<file path="config.mk">
export PLATFORM = sky130hd
export DESIGN_NAME = bcd_updown_scan_display_flat
export DESIGN_NICKNAME = d
export VERILOG_FILES = /design/src/rtl/bcd_updown_scan_display_pkg.sv /design/src/rtl/bcd_updown_scan_display_if.sv /design/src/rtl/bcd_updown_scan_display_seg7_decode.sv /design/src/rtl/bcd_updown_scan_display.sv /design/src/flat_wrapper.sv
export SDC_FILE = /design/constraint.sdc
export NUM_CORES = 1
export LEC_CHECK = 0
export ABC_AREA = 1
export CORE_MARGIN = 3
export CORE_UTILIZATION = 30
export DETAILED_ROUTE_END_ITERATION = 8
export GPL_TIMING_DRIVEN = 0
export HOLD_SLACK_MARGIN = 0.02
export PLACE_DENSITY = 0.48
export RECOVER_POWER = 25
export SETUP_SLACK_MARGIN = 0.4
export SYNTH_ARGS = -nofsm -noshare
export SYNTH_HDL_FRONTEND = slang
export SYNTH_SLANG_ARGS = --single-unit
export TNS_END_PERCENT = 50
</file>
<file path="constraint.sdc">
create_clock -name clk -period 3.5 [get_ports clk]
set_input_delay 1.05 -clock clk [delete_from_list [all_inputs] [get_ports clk]]
set_output_delay 1.05 -clock clk [all_outputs]
set_load 0.05 [all_outputs]
</file>
<file path="src/rtl/bcd_updown_scan_display_pkg.sv">
// Shared segment constants and BCD digit type for the scan display.
// Used by bcd_updown_scan_display and seg7_decode.
package bcd_disp_pkg;

    typedef logic [3:0] bcd_t;

    localparam logic [6:0] SEG_0     = 7'b1111110;
    localparam logic [6:0] SEG_1     = 7'b0110000;
    localparam logic [6:0] SEG_2     = 7'b1101101;
    localparam logic [6:0] SEG_3     = 7'b1111001;
    localparam logic [6:0] SEG_4     = 7'b0110011;
    localparam logic [6:0] SEG_5     = 7'b1011011;
    localparam logic [6:0] SEG_6     = 7'b1011111;
    localparam logic [6:0] SEG_7     = 7'b1110000;
    localparam logic [6:0] SEG_8     = 7'b1111111;
    localparam logic [6:0] SEG_9     = 7'b1111011;
    localparam logic [6:0] SEG_BLANK = 7'b0000000;

    function automatic bcd_t bcd_clamp(input bcd_t d);
        return (d > 4'd9) ? 4'd9 : d;
    endfunction

endpackage

</file>
<file path="src/rtl/bcd_updown_scan_display_if.sv">
// Control/data bundle of the BCD counter and scan display.
// master = board side (drives controls), slave = display block.
interface bcd_updown_scan_display_if #(
    parameter int DIGITS = 4
);
    logic                  en;
    logic                  up;
    logic                  load;
    logic [4*DIGITS-1:0]   load_val;
    logic [4*DIGITS-1:0]   count;
    logic                  wrap;
    logic [6:0]            seg;
    logic [DIGITS-1:0]     dig_sel;

    modport master (
        output en, up, load, load_val,
        input  count, wrap, seg, dig_sel
    );

    modport slave (
        input  en, up, load, load_val,
        output count, wrap, seg, dig_sel
    );
endinterface

</file>
<file path="src/rtl/bcd_updown_scan_display_seg7_decode.sv">
// Combinational BCD digit to 7-segment lookup.
// Values above 9 decode to blank.
module seg7_decode
    import bcd_disp_pkg::*;
(
    input  bcd_t       d,
    output logic [6:0] seg
);
    // digit lookup, blank for non-BCD codes
    always_comb begin
        seg = SEG_BLANK;
        case (d)
            4'd0:    seg = SEG_0;
            4'd1:    seg = SEG_1;
            4'd2:    seg = SEG_2;
            4'd3:    seg = SEG_3;
            4'd4:    seg = SEG_4;
            4'd5:    seg = SEG_5;
            4'd6:    seg = SEG_6;
            4'd7:    seg = SEG_7;
            4'd8:    seg = SEG_8;
            4'd9:    seg = SEG_9;
            default: seg = SEG_BLANK;
        endcase
    end
endmodule

</file>
<file path="src/rtl/bcd_updown_scan_display.sv">
// Multi-digit BCD up/down counter with load, wrap flag and 7-seg scan.
// Optional macro BCD_SCAN_LZ_BLANK_EN enables leading-zero blanking.
module bcd_updown_scan_display
    import bcd_disp_pkg::*;
#(
    parameter int DIGITS   = 4,
    parameter int SCAN_DIV = 1000
) (
    input  logic clk,
    input  logic rst_n,
    bcd_updown_scan_display_if.slave bus
);
    localparam int IW = (DIGITS > 1) ? $clog2(DIGITS) : 1;
    localparam int PW = (SCAN_DIV > 1) ? $clog2(SCAN_DIV) : 1;
    localparam logic [IW-1:0] LAST = IW'(DIGITS - 1);
    localparam logic [PW-1:0] PMAX = PW'(SCAN_DIV - 1);

    logic [4*DIGITS-1:0] cnt_q, cnt_n;
    logic                wrap_q, wrap_n;
    logic                carry;
    logic [PW-1:0]       pre_q;
    logic [IW-1:0]       idx_q, idx_n;
    logic                adv;
    logic [DIGITS-1:0]   sel_q;
    logic [6:0]          seg_q, seg_n;
    bcd_t                digs [DIGITS];
    bcd_t                dec_in;
    logic                blank;

    // next count: load clamps, otherwise ripple carry/borrow across digits
    always_comb begin
        cnt_n  = cnt_q;
        wrap_n = 1'b0;
        carry  = 1'b1;
        if (bus.load) begin
            for (int i = 0; i < DIGITS; i++)
                cnt_n[4*i +: 4] = bcd_clamp(bus.load_val[4*i +: 4]);
        end else if (bus.en) begin
            for (int i = 0; i < DIGITS; i++) begin
                if (carry) begin
                    if (bus.up) begin
                        if (cnt_q[4*i +: 4] == 4'd9) begin
                            cnt_n[4*i +: 4] = 4'd0;
                        end else begin
                            cnt_n[4*i +: 4] = cnt_q[4*i +: 4] + 4'd1;
                            carry = 1'b0;
                        end
                    end else begin
                        if (cnt_q[4*i +: 4] == 4'd0) begin
                            cnt_n[4*i +: 4] = 4'd9;
                        end else begin
                            cnt_n[4*i +: 4] = cnt_q[4*i +: 4] - 4'd1;
                            carry = 1'b0;
                        end
                    end
                end
            end
            wrap_n = carry;
        end
    end

    // counter and wrap registers
    always_ff @(posedge clk or negedge rst_n) begin
        if (!rst_n) begin
            cnt_q  <= '0;
            wrap_q <= 1'b0;
        end else begin
            cnt_q  <= cnt_n;
            wrap_q <= wrap_n;
        end
    end

    // scan index advances on the last prescaler count
    always_comb begin
        adv   = (pre_q == PMAX);
        idx_n = idx_q;
        if (adv)
            idx_n = (idx_q == LAST) ? '0 : idx_q + IW'(1);
    end

    // digit selected on this edge, optionally blanked as a leading zero
    always_comb begin
        for (int i = 0; i < DIGITS; i++)
            digs[i] = cnt_q[4*i +: 4];
`ifdef BCD_SCAN_LZ_BLANK_EN
        begin : lz
            logic [DIGITS:0] zabove;
            zabove[DIGITS] = 1'b1;
            for (int i = DIGITS - 1; i >= 0; i--)
                zabove[i] = zabove[i+1] && (digs[i] == 4'd0);
            blank = (idx_n != '0) && zabove[idx_n];
        end
`else
        blank = 1'b0;
`endif
        dec_in = blank ? 4'hF : digs[idx_n];
    end

    seg7_decode u_dec (
        .d   (dec_in),
        .seg (seg_n)
    );

    // prescaler, scan index and registered segment/digit outputs
    always_ff @(posedge clk or negedge rst_n) begin
        if (!rst_n) begin
            pre_q <= '0;
            idx_q <= '0;
            sel_q <= DIGITS'(1);
            seg_q <= SEG_0;
        end else begin
            pre_q <= adv ? '0 : pre_q + PW'(1);
            idx_q <= idx_n;
            sel_q <= DIGITS'(1) << idx_n;
            seg_q <= seg_n;
        end
    end

    assign bus.count   = cnt_q;
    assign bus.wrap    = wrap_q;
    assign bus.seg     = seg_q;
    assign bus.dig_sel = sel_q;

endmodule

</file>
<file path="src/flat_wrapper.sv">
// flat-port wrapper written by rule: the top's interface ports become plain ports
module bcd_updown_scan_display_flat import bcd_disp_pkg::*;
#(
    parameter int DIGITS   = 4,
    parameter int SCAN_DIV = 1000
)
  (clk, rst_n, bus_en, bus_up, bus_load, bus_load_val, bus_count, bus_wrap, bus_seg, bus_dig_sel);
  bcd_updown_scan_display_if #(.DIGITS(DIGITS)) bus_i ();
  input  logic clk;
  input  logic rst_n;
  input wire logic [$bits(bus_i.en)-1:0] bus_en;
  input wire logic [$bits(bus_i.up)-1:0] bus_up;
  input wire logic [$bits(bus_i.load)-1:0] bus_load;
  input wire logic [$bits(bus_i.load_val)-1:0] bus_load_val;
  output wire logic [$bits(bus_i.count)-1:0] bus_count;
  output wire logic [$bits(bus_i.wrap)-1:0] bus_wrap;
  output wire logic [$bits(bus_i.seg)-1:0] bus_seg;
  output wire logic [$bits(bus_i.dig_sel)-1:0] bus_dig_sel;
  assign bus_i.en = bus_en;
  assign bus_i.up = bus_up;
  assign bus_i.load = bus_load;
  assign bus_i.load_val = bus_load_val;
  assign bus_count = bus_i.count;
  assign bus_wrap = bus_i.wrap;
  assign bus_seg = bus_i.seg;
  assign bus_dig_sel = bus_i.dig_sel;
  bcd_updown_scan_display #(.DIGITS(DIGITS), .SCAN_DIV(SCAN_DIV)) u_core (.clk(clk), .rst_n(rst_n), .bus(bus_i));
endmodule
</file>
==> flow_metrics.tcl, run 1 <==
set metrics [dict create \
    swShare 0.400 \
    synth_ff_type "dfrtp_1" \
    port_buffers 47 \
    path_cells "clkdlybuf4s50_1" \
    critPathTopFamily "buffers and inverters" \
    power_leakage_nw 1.67 \
    path_buf_inv 1 \
    pwr-share-seq 0.368 \
    cts.sinks 40 \
    final_area_mm2 0.00344 \
    worstSetupPathType "reg -> out" \
    fin_ws_ns 0.801 \
    postCtsSetupBuffers 0 \
    die_w_um 101 \
    async_reset_ff_frac 1.00 \
    initial_core_util 0.310 \
    fillCellCount 912 \
    clockPowerShare 0.250 \
    fin_worst_skew_ns 0.0111 \
    power.switching_w 0.000619 \
    final_cell_mix "nand2_1 (100), inv_1 (49), clkdlybuf4s50_1 (46)" \
    period_share 0.771 \
    hpwlAfterDp_mm 5.45 \
    p_int_w 0.000929 \
    hold_viol_final 0 \
    die_height_um 101 \
    netlist_area_mm2 0.00273 \
    syn_area_per_cell_um2 7.23 \
    hold_path.class "reg -> reg" \
    ys_seq_area_frac 0.369 \
    place_congestion 0.884 \
    finalSetupViolations 0 \
    antenna_cells 0 \
    slew_violations 0 \
    synth_nets 407 \
    cts_resized 0 \
    endpoint_kind "output pin" \
    pin_count 49 \
    tritoncts "done" \
    cts_root_buffer "clkbuf_8" \
    critPathMaxStageDelay_ns 0.86 \
    fin_nets 462 \
    relSlewSlack 0.209 \
    layout_commonest_cell "nand2_1" \
    insertion_delay_ns 0.30 \
    hold_slack_ns 0.465 \
    cts_max_path_buffers 2 \
    synthCells 378 \
    synth_edf_count 0 \
    vdd_drop_max_uv 160 \
    required_ns 2.45 \
    ant_nets 0 \
    rsz0062_at_grt "no" \
    ys.warnings.count 0 \
    cts-hold-fix-buffers 0 \
    ys_types 39 \
    fin_util 0.391 \
    routedWlPerCell_um 12.8 \
    num_vias 2575 \
    layout-drive-gt1-share 0.0945 \
    drv_cap 0 \
    grt_max_degree 23 \
    h-tree-depth 2 \
    cts.clk_slew.worst_paths_ns 0.08 \
    die-area_mm2 0.0103 \
    critPathMaxFanout 7 \
    pre_cts_ws_ns 0.749 \
    p_comb_frac 0.382 \
    grt_pass1_vias 2591 \
    crit_slowest_cell "clkdlybuf4s50_1" \
    worstPathArrival_ns 1.65 \
    ys_seq_elements 40 \
    worst_pin_slew_ns 1.19 \
    power.density_mw_per_mm2 450 \
    core_mm2 0.00881 \
    grt_util_all_layers 0.143 \
    overflow 0 \
    routed_wl_mm 6.95 \
    fin_tns_setup_ns 0 \
    first_pass_iters 4 \
    grt_pass1_wl_mm 11.9 \
    drcViolationCount 0 \
    area_growth_pct 25.9 \
    grt_antenna_before_repair 0 \
    status "finished clean" \
    viasPerCell 4.75 \
    drtIter0Drc 121 \
    cp-start-kind "flip-flop" \
    placed_area_mm2 0.00336 \
    numCtsBuffers 5 \
    layout_min_cycle_time_ns 2.70 \
    fmax_mhz 371 \
    core.rowCount 34 \
]
## power by group through the flow
| stage | clock (W) | sequential [W] | combinational (W) |
|---|---|---|---|
| final | 0.000387 | 0.000569 | 0.000591 |
| after CTS | 0.000407 | 0.000570 | 0.000597 |
| after global routing | 0.000426 | 0.000576 | 0.000649 |
| after global placement | 0 | 0.000578 | 0.000590 |
| after floorplan | 0 | 0.000735 | 0.000239 |
| after detailed placement | 0 | 0.000578 | 0.000594 |
## sequential cells by signal (all words and copies together), names as in the netlist
register / flops
u_core.pre_q: 10
u_core.idx_q: 2
u_core.bus.seg: 7
u_core.bus.count: 16
u_core.bus.wrap: 1
u_core.bus.dig_sel: 4
## cells in the mapped netlist (2+ instances only)
cell / number / area (µm²)
a21oi_1: 17 / 85.1
a22oi_1: 3 / 22.5
a31oi_1: 4 / 25.0
and2_1: 2 / 12.5
clkbuf_1: 3 / 11.3
dfrtp_1: 33 / 826
dfstp_2: 7 / 184
ha_1: 8 / 100
inv_1: 49 / 184
inv_2: 2 / 7.51
inv_4: 2 / 12.5
nand2_1: 100 / 375
nand2_4: 9 / 101
nand3_1: 30 / 150
nand3_2: 4 / 40.0
nand3b_1: 4 / 30.0
nand4_1: 2 / 12.5
nor2_1: 34 / 128
nor2_4: 2 / 22.5
nor3_1: 6 / 30.0
o211ai_1: 4 / 30.0
o21ai_0: 29 / 145
o221ai_1: 2 / 17.5
o31ai_1: 2 / 15.0
xor2_1: 6 / 52.6
## final timing paths
kind / start / to / slack, ns / cells past startpoint
worst min register to register: u_core.pre_q[0] / u_core.pre_q[0] / 0.47 / 1
worst max register to register: u_core.pre_q[0] / u_core.bus.seg[3] / 1.02 / 16
max in group asynchronous: rst_n / u_core.bus.seg[0] / 0.93 / 2
min in group asynchronous: rst_n / u_core.pre_q[4] / 0.93 / 1
worst max-delay path: u_core.bus.count[15] / bus_count[15] / 0.80 / 1
worst min-delay path: u_core.pre_q[0] / u_core.pre_q[0] / 0.47 / 1
## per-stage QoR
step | instances | power (W)
global placement | 533 | 0.00117
global route | 542 | 0.00165
detailed placement | 534 | 0.00117
finish | 542 | 0.00155
floorplan | 378 | 0.000975
CTS | 542 | 0.00157
## cells by family (layout without fill, tap and decap cells)
group           after synthesis  after routing  synth area share
compound gates               66             66             0.141
xor+xnor                      6              6            0.0192
fa+ha+maj                     8              8            0.0366
buf+inv                      60            116            0.0874
flops                        40             40             0.369
simple gates                198            198             0.347
## per-layer routing
metal	share of wire	routed length, µm	global-route usage
met5	0	0	0
met2	0.47	3260	0.235
met3	0.043	298	0.0269
met1	0.47	3290	0.187
met4	0.014	99	0.0501
## layout make-up
class / instances / area [µm²] / share of cell area
repair buffers: 48 / 468 / 0.136
multi-input cells: 278 / 1480 / 0.429
flip-flops and latches: 40 / 1010 / 0.293
inverters: 54 / 208 / 0.0604
plain buffers: 6 / 31.3 / 0.00909
clock buffers: 5 / 68.8 / 0.0200
well taps: 108 / 135 / 0.0393
clock inverters: 3 / 42.5 / 0.0124
(Power assumes the default switching activity.)
==> run 2: changes to the inputs <==
==> constraint.sdc (replaced) <==
create_clock -name clk -period 2.6 [get_ports clk]
set_input_delay 0.78 -clock clk [delete_from_list [all_inputs] [get_ports clk]]
set_output_delay 0.78 -clock clk [all_outputs]
set_load 0.05 [all_outputs]
==> run 2 against run 1 <==
  * Sequential cell count unchanged
  * Final cell count increased by 4.4%
  * Sequential share of layout area decreased by 2.3 points
  * Setup slack got worse by 0.42 ns
  * Hold slack improved by 0.067 ns
  * Clock skew about the same
  * Cell area increased by 8.4%
  * Critical path depth unchanged
  * Register-to-register slack got worse by 0.50 ns
  * Die area unchanged
  * Wire length increased by 5.0%
  * Critical endpoint is now bus_wrap
  * Largest power group unchanged
==> flow_metrics.tcl, run 2 (synthesized netlist as in run 1, its figures left out) <==
set metrics [dict create \
    insertion_delay_ns 0.30 \
    grt_antenna_before_repair 0 \
    hold_depth 2 \
    place_congestion 0.884 \
    port_buffers 47 \
    antenna_cells 0 \
    vdd_drop_max_uv 200 \
    routedWlPerCell_um 12.9 \
    endpoint_kind "output pin" \
    pwr-share-seq 0.363 \
    ant_nets 0 \
    initial_core_util 0.310 \
    cts.sinks 40 \
    r2r-end "u_core.bus.seg[2]" \
    core_mm2 0.00881 \
    first_pass_iters 4 \
    drcViolationCount 0 \
    p_int_w 0.00125 \
    period_share 0.852 \
    area_growth_pct 36.4 \
    final_area_mm2 0.00373 \
    fin_tns_setup_ns 0 \
    power_w 0.00210 \
    placed_area_mm2 0.00336 \
    critPathMaxStageDelay_ns 0.80 \
    worst_pin_slew_ns 1.23 \
    layout-drive-gt1-share 0.175 \
    placed_cells_incl_taps 534 \
    p_comb_frac 0.388 \
    die-area_mm2 0.0103 \
    relSlewSlack 0.180 \
    required_ns 1.82 \
    overflow 0 \
    hpwlAfterDp_mm 5.45 \
    pin_count 49 \
    routed_wl_mm 7.29 \
    hold_slack_ns 0.532 \
    finalSetupViolations 0 \
    path_buf_inv 1 \
    worst-r2r-cell-count 17 \
    swShare 0.404 \
    worstReg2RegStart "u_core.pre_q[1]" \
    fin_worst_skew_ns 0.0110 \
    drv_cap 0 \
    hold_viol_final 0 \
    fin_nets 486 \
    die_height_um 101 \
    numCtsBuffers 5 \
    fin_cells 566 \
    grt_pass1_wl_mm 11.9 \
    power_leakage_nw 1.92 \
    die_w_um 101 \
    tritoncts "done" \
    drtIter0Drc 106 \
    cts.clk_slew.worst_paths_ns 0.09 \
    power.switching_w 0.000849 \
    clockPowerShare 0.249 \
    grt_max_degree 23 \
    cp-start-kind "flip-flop" \
    crit_slowest_cell "clkdlybuf4s50_1" \
    critPathMaxFanout 1 \
    cts-hold-fix-buffers 0 \
    cts_root_buffer "clkbuf_8" \
    core.rowCount 34 \
    layout_min_cycle_time_ns 2.22 \
    layout_commonest_cell "nand2_1" \
    min-delay-start "u_core.pre_q[0]" \
    holdPathEnd "u_core.pre_q[0]" \
    r2r_slack_ns 0.52 \
    viasPerCell 4.80 \
    worstSetupPathType "reg -> out" \
    slew_violations 0 \
    cts_max_path_buffers 2 \
    path_cells "clkdlybuf4s50_1" \
    status "finished clean" \
    power.density_mw_per_mm2 564 \
    critPathTopFamily "buffers and inverters" \
    final_cell_mix "nand2_1 (96), inv_1 (47), nor2_1 (33), dfrtp_1 (33), o21ai_0 (29)" \
    h-tree-depth 2 \
    num_vias 2717 \
    grt_pass1_vias 2605 \
    hold_path.class "reg -> reg" \
    fmax_mhz 451 \
    worstPathArrival_ns 1.44 \
    largest_reg_flops 16 \
    rsz0062_at_grt "yes" \
    grt_util_all_layers 0.143 \
]
-- run 2: power by group through the flow --
stage / sequential, W / clock [W] / combinational [W]
CTS: 0.000765 / 0.000548 / 0.000784
floorplan: 0.000990 / 0 / 0.000322
detailed placement: 0.000779 / 0 / 0.000800
finish: 0.000764 / 0.000523 / 0.000817
global route: 0.000773 / 0.000574 / 0.000895
global placement: 0.000779 / 0 / 0.000794
-- run 2: area by class of cell --
cell class | instances | area [µm²]
repair buffers | 72 | 684
flip-flops and latches | 40 | 1010
well taps | 108 | 135
multi-input cells | 278 | 1540
plain buffers | 6 | 31.3
clock inverters | 3 | 42.5
inverters | 54 | 214
fillers | 903 | 5080
clock buffers | 5 | 68.8
-- run 2: through the flow --
step / worst slack, ns / util
floorplan: 0.530 / -
global placement: -0.402 / 0.379
detailed placement: 0.119 / 0.382
CTS: 0.221 / 0.399
global route: 0.329 / 0.423
finish: 0.385 / 0.423
-- run 2: metal layers --
layer / wire, µm / track usage
met3: 292 / 0.0255
met5: 0 / 0
met2: 3470 / 0.237
met1: 3430 / 0.186
met4: 97 / 0.0501
-- run 2: timing repair --
item | 4_1_cts | 5_1_grt
setup endpoints to repair | 32 | 31
gates resized for setup | 18 | 25
pin swaps | 5 | 16
setup buffers | 6 | 18
cloned | 0 | 0
-- run 2: worst max-delay path by stage --
stage                                 to  cells past startpoint  slack (ns)           startpoint
finish                          bus_wrap                      1        0.38      u_core.bus.wrap
global route           u_core.bus.seg[2]                     17        0.33      u_core.pre_q[1]
CTS                         bus_count[0]                      1        0.22  u_core.bus.count[0]
detailed placement  u_core.bus.count[14]                      9        0.12               bus_up
global placement     u_core.bus.count[7]                      1       -0.40                rst_n
floorplan              u_core.bus.seg[3]                     16        0.53      u_core.pre_q[0]
==> run 3: changes to the inputs <==
--- a/config.mk
+++ b/config.mk
@@ -6,8 +6,10 @@
 export NUM_CORES = 1
 export LEC_CHECK = 0
 export ABC_AREA = 1
+export CAP_MARGIN = 15
 export CORE_MARGIN = 3
 export CORE_UTILIZATION = 30
+export CTS_CLUSTER_SIZE = 25
 export DETAILED_ROUTE_END_ITERATION = 8
 export GPL_TIMING_DRIVEN = 0
 export HOLD_SLACK_MARGIN = 0.02
==> results of run 3 <==
No change in the layout: final DEF, timing and power equal those of run 2.
